`src/rtl/demux1to4_stream_if.sv`:
```
// Handshake bundle for demux1to4_stream: one input stream and four output channels.
// slave is the demux side, master is the source/consumer side.
interface demux1to4_stream_if #(
    parameter int WIDTH = 8
);
    logic             in_valid;
    logic             in_ready;
    logic [WIDTH-1:0] in_data;
    logic [1:0]       in_sel;
    logic [3:0]       out_valid;
    logic [3:0]       out_ready;
    logic [WIDTH-1:0] out_data0;
    logic [WIDTH-1:0] out_data1;
    logic [WIDTH-1:0] out_data2;
    logic [WIDTH-1:0] out_data3;

    modport slave (
        input  in_valid, in_data, in_sel, out_ready,
        output in_ready, out_valid, out_data0, out_data1, out_data2, out_data3
    );

    modport master (
        output in_valid, in_data, in_sel, out_ready,
        input  in_ready, out_valid, out_data0, out_data1, out_data2, out_data3
    );
endinterface

```
`src/rtl/demux1to4_stream.sv`:
```
// Registered 1-to-4 stream demux with a one-entry valid/ready register per channel.
// Optional DEMUX1TO4_STREAM_CNT_EN adds cnt_ch: four 8-bit wrapping delivered-word counters.
module demux1to4_stream #(
    parameter int WIDTH = 8
) (
    input  logic                  clk,
    input  logic                  rst,
    demux1to4_stream_if.slave     bus
`ifdef DEMUX1TO4_STREAM_CNT_EN
    ,
    output logic [31:0]           cnt_ch
`endif
);

    typedef enum logic {
        EMPTY = 1'b0,
        FULL  = 1'b1
    } ch_state_t;

    logic [3:0] full_vec;
    logic [3:0] load_vec;
    logic [3:0] deliver_vec;
    logic       in_ready_int;

    // A word may enter when its target channel is empty or is draining on this same edge.
    assign in_ready_int = ~rst & (~full_vec[bus.in_sel] | bus.out_ready[bus.in_sel]);
    assign bus.in_ready  = in_ready_int;
    assign bus.out_valid = full_vec;

    generate
        for (genvar gi = 0; gi < 4; gi++) begin : ch
            ch_state_t        state_reg;
            ch_state_t        state_next;
            logic [WIDTH-1:0] data_reg;

            assign full_vec[gi]    = (state_reg == FULL);
            assign load_vec[gi]    = bus.in_valid & in_ready_int & (bus.in_sel == 2'(gi));
            assign deliver_vec[gi] = full_vec[gi] & bus.out_ready[gi];

            // Load takes priority so a simultaneous drain and refill leaves no bubble.
            always_comb begin
                state_next = state_reg;
                if (load_vec[gi]) begin
                    state_next = FULL;
                end else if (deliver_vec[gi]) begin
                    state_next = EMPTY;
                end
            end

            always_ff @(posedge clk) begin
                if (rst) begin
                    state_reg <= EMPTY;
                    data_reg  <= '0;
                end else begin
                    state_reg <= state_next;
                    if (load_vec[gi]) begin
                        data_reg <= bus.in_data;
                    end
                end
            end

`ifdef DEMUX1TO4_STREAM_CNT_EN
            logic [7:0] cnt_reg;

            always_ff @(posedge clk) begin
                if (rst) begin
                    cnt_reg <= 8'd0;
                end else if (deliver_vec[gi]) begin
                    cnt_reg <= cnt_reg + 8'd1;
                end
            end

            assign cnt_ch[8*gi +: 8] = cnt_reg;
`endif
        end
    endgenerate

    assign bus.out_data0 = ch[0].data_reg;
    assign bus.out_data1 = ch[1].data_reg;
    assign bus.out_data2 = ch[2].data_reg;
    assign bus.out_data3 = ch[3].data_reg;

endmodule

```
`src/flat_wrapper.sv`:
```
// flat-port wrapper written by rule: the top's interface ports become plain ports
module demux1to4_stream_flat 
#(
    parameter int WIDTH = 8
)
  (clk, rst, bus_in_valid, bus_in_data, bus_in_sel, bus_out_ready, bus_in_ready, bus_out_valid, bus_out_data0, bus_out_data1, bus_out_data2, bus_out_data3);
  demux1to4_stream_if #(.WIDTH(WIDTH)) bus_i ();
  input  logic clk;
  input  logic rst;
  input wire logic [$bits(bus_i.in_valid)-1:0] bus_in_valid;
  input wire logic [$bits(bus_i.in_data)-1:0] bus_in_data;
  input wire logic [$bits(bus_i.in_sel)-1:0] bus_in_sel;
  input wire logic [$bits(bus_i.out_ready)-1:0] bus_out_ready;
  output wire logic [$bits(bus_i.in_ready)-1:0] bus_in_ready;
  output wire logic [$bits(bus_i.out_valid)-1:0] bus_out_valid;
  output wire logic [$bits(bus_i.out_data0)-1:0] bus_out_data0;
  output wire logic [$bits(bus_i.out_data1)-1:0] bus_out_data1;
  output wire logic [$bits(bus_i.out_data2)-1:0] bus_out_data2;
  output wire logic [$bits(bus_i.out_data3)-1:0] bus_out_data3;
  assign bus_i.in_valid = bus_in_valid;
  assign bus_i.in_data = bus_in_data;
  assign bus_i.in_sel = bus_in_sel;
  assign bus_i.out_ready = bus_out_ready;
  assign bus_in_ready = bus_i.in_ready;
  assign bus_out_valid = bus_i.out_valid;
  assign bus_out_data0 = bus_i.out_data0;
  assign bus_out_data1 = bus_i.out_data1;
  assign bus_out_data2 = bus_i.out_data2;
  assign bus_out_data3 = bus_i.out_data3;
  demux1to4_stream #(.WIDTH(WIDTH)) u_core (.clk(clk), .rst(rst), .bus(bus_i));
endmodule
```
`config.mk`:
```
export PLATFORM = sky130hd
export DESIGN_NAME = demux1to4_stream_flat
export DESIGN_NICKNAME = d
export VERILOG_FILES = /design/src/rtl/demux1to4_stream_if.sv /design/src/rtl/demux1to4_stream.sv /design/src/flat_wrapper.sv
export SDC_FILE = /design/constraint.sdc
export NUM_CORES = 1
export LEC_CHECK = 0
export BUFFER_PORTS_ARGS = -buffer_cell sky130_fd_sc_hd__buf_4
export CAP_MARGIN = 10
export CELL_PAD_IN_SITES_DETAIL_PLACEMENT = 0
export CELL_PAD_IN_SITES_GLOBAL_PLACEMENT = 1
export CORE_MARGIN = 1.5
export CORE_UTILIZATION = 32
export DETAILED_ROUTE_END_ITERATION = 8
export PLACE_DENSITY_LB_ADDON = 0.1
export SYNTH_ARGS = -nofsm -noshare
export SYNTH_HDL_FRONTEND = slang
export SYNTH_SLANG_ARGS = --single-unit
```
`constraint.sdc`:
```
create_clock -name clk -period 4.5 [get_ports clk]
set_input_delay 0.9 -clock clk [delete_from_list [all_inputs] [get_ports clk]]
set_output_delay 0.9 -clock clk [all_outputs]
set_load 0.005 [all_outputs]
```
==> results_dict.tcl <==
set metrics [dict create \
    status "complete, no violations" \
    syn_nets 203 \
    drc_errors 0 \
    hold_class "flip-flop to flip-flop" \
    wl_per_cell_um 17.1 \
    ys_ff_latch 36 \
    fmax_ghz 0.314 \
    dp_hpwl_mm 3.35 \
    synth_adder_area_share_pct 0 \
    ys_types 26 \
    start_kind "primary input" \
    clkTransAtPathRegs_ps 70 \
    die_w_um 75.7 \
    synth.yosys.seq_area_share_pct 42.6 \
    grt_pass1_wl_mm 7.57 \
    final_max_slew_viol_count 0 \
    register_area_um2 721 \
    critPathMaxFanout 9 \
    max-clock-path-buffers 2 \
    maxSlewHeadroom_pct 39.4 \
    rsz0062_at_grt "no" \
    clkSinkCount 36 \
    max_cap_viol_count 0 \
    num_vias 1621 \
    gp_congestion 0.706 \
    synth_simple_gate_area_share_pct 22.0 \
    core_um2 5110 \
    drt_iter0_drc 161 \
    finalHoldViolCount 0 \
    syn_area_per_cell_um2 9.10 \
    drt-total-wl_mm 4.96 \
    clock-skew-final_ps 0.935 \
    grt_max_degree 36 \
    ant_nets 0 \
    n_antenna_cell 0 \
    criticalPathCategory "primary input to output port" \
    pin_count 54 \
    via_per_inst 5.59 \
    yosys.area_share.xor_xnor_pct 0 \
    setup_violations 0 \
    p_total_uw 649 \
    yosys_warnings 0 \
    use_met1_pct 24.9 \
    grt-ovfl-total 0 \
    cts_root_buffer "clkbuf_8" \
    multi_input_area_um2 811 \
    end_kind "output port" \
    grt_pass1_vias 1468 \
    pwr_density_cell_nw_per_um2 304 \
    synth_top_family_by_area "compound AO/OA/AOI/OAI gates" \
    port_buffers 53 \
    grt_usage_pct 18.1 \
    synth_area_um2 1690 \
    cts_made_buffers 5 \
    layout.nets 236 \
    synth-compound-area-share_pct 24.6 \
    syn_inst 186 \
    core.rowCount 26 \
    fin_crit_sh_pct 70.8 \
    worst_pin_slew_ps 907 \
    peakVddDrop_mv 0.101 \
    crit_arrival_ps 2290 \
    cts_resized 0 \
    floorplan.initialDensity_pct 33.1 \
    period_minus_slack_ps 3190 \
    first_pass_iters 4 \
    die_h_um 75.7 \
    clk_latency_ps 280 \
    syn2layout_area_growth_pct 26.0 \
    met3_usage_pct 4.23 \
    grt_busiest_layer "met2" \
    antenna_found_initial 0 \
    holdBufCountCts 0 \
    synthMuxAreaShare_pct 1.33 \
    required_ps 3600 \
    setup_total_negative_slack_ps 0 \
    n_fill_cell 525 \
    p_leak_nw 0.855 \
    die_area_um2 5740 \
    drive_gt1_share_pct 31.8 \
    met2_usage_pct 28.1 \
    htree_levels 2 \
    cts_setup_buffers 0 \
    cts_tree "built" \
]
[worst paths after layout]
| kind | start | endpoint | slack (ps) | cells after the start |
|---|---|---|---|---|
| max | bus_out_ready[0] | bus_in_ready | 1310 | 5 |
| min | u_core.bus.out_data2[4] | u_core.bus.out_data2[4] | 470 | 2 |
| max reg2reg | u_core.ch[0].state_reg | u_core.bus.out_data0[5] | 2980 | 3 |
| min reg2reg | u_core.bus.out_data2[4] | u_core.bus.out_data2[4] | 470 | 2 |
[routing by layer]
| metal | share of wire (%) | wire [um] |
|---|---|---|
| met5 | 0 | 0 |
| met4 | 1.5 | 76 |
| met3 | 6.5 | 321 |
| met2 | 49 | 2450 |
| met1 | 43 | 2110 |
[metrics by stage]
step | hold WS [ps] | cell area (um2) | util (%) | cells | setup WS, ps
after global placement | 462 | 2040 | 40.0 | 282 | 1380
after detailed placement | 463 | 2040 | 40.0 | 282 | 1310
final | 473 | 2130 | 41.8 | 290 | 1310
after floorplan | 465 | 1690 | - | 186 | 1880
after global routing | 499 | 2130 | 41.8 | 290 | 1240
after CTS | 478 | 2130 | 41.8 | 290 | 1310
[critical path: stages]
cell,delay (ps)
buf_4,110
nor2b_1,690
mux4_2,390
nor2_1,50
buf_4,140
[synth_stat cells]
master	n	area share [%]
dfxtp_1	36	43
nand2b_1	4	1.5
o31ai_1	12	5.3
nand2_1	16	3.5
nand3_1	3	0.89
buf_2	6	1.8
buf_6	1	0.67
clkbuf_1	13	2.9
buf_8	1	0.89
nor2_1	2	0.44
o31ai_2	4	3.0
nand3b_1	1	0.44
o311ai_0	14	7.2
a21oi_1	19	5.6
inv_1	2	0.44
buf_4	4	1.8
clkinv_1	1	0.22
buf_1	4	0.89
and3b_2	1	0.59
or3b_1	1	0.52
o311ai_4	2	3.1
nor2b_1	4	1.5
nand4_1	32	12
nor3b_2	1	0.74
a31oi_1	1	0.37
mux4_2	1	1.3
[kinds of logic after synthesis]
group	Yosys count
AO/OA/AOI/OAI	52
buffers and inverters	32
flip-flops	36
multiplexers	1
AND/OR/NAND/NOR	65
[cell type report]
cell class	count	share of cell area, %
Tap cell	70	4.11
Clock buffer	8	4.22
Inverter	3	0.528
Multi-Input combinational cell	118	38.0
Timing Repair Buffer	55	19.4
Sequential cell	36	33.8
[cells in the final DEF, fill, tap and decap left out, types with 2 or more instances in the layout]
master / instances
dfxtp_1: 36
nand3_1: 3
clkbuf_8: 6
clkbuf_1: 2
nor2b_1: 4
a21oi_1: 19
nand2_1: 16
o311ai_0: 14
nand4_1: 32
nor2_1: 2
buf_4: 55
o311ai_4: 2
o31ai_2: 4
o31ai_1: 12
inv_1: 2
nand2b_1: 4
[where the power goes]
group          internal, mW  switching (mW)  leakage [nW]
logic                0.0320          0.0476         0.517
registers             0.328         0.00542         0.292
clock network         0.125           0.111        0.0455
total                 0.485           0.164         0.855
Power figures use the tool's default switching activity.
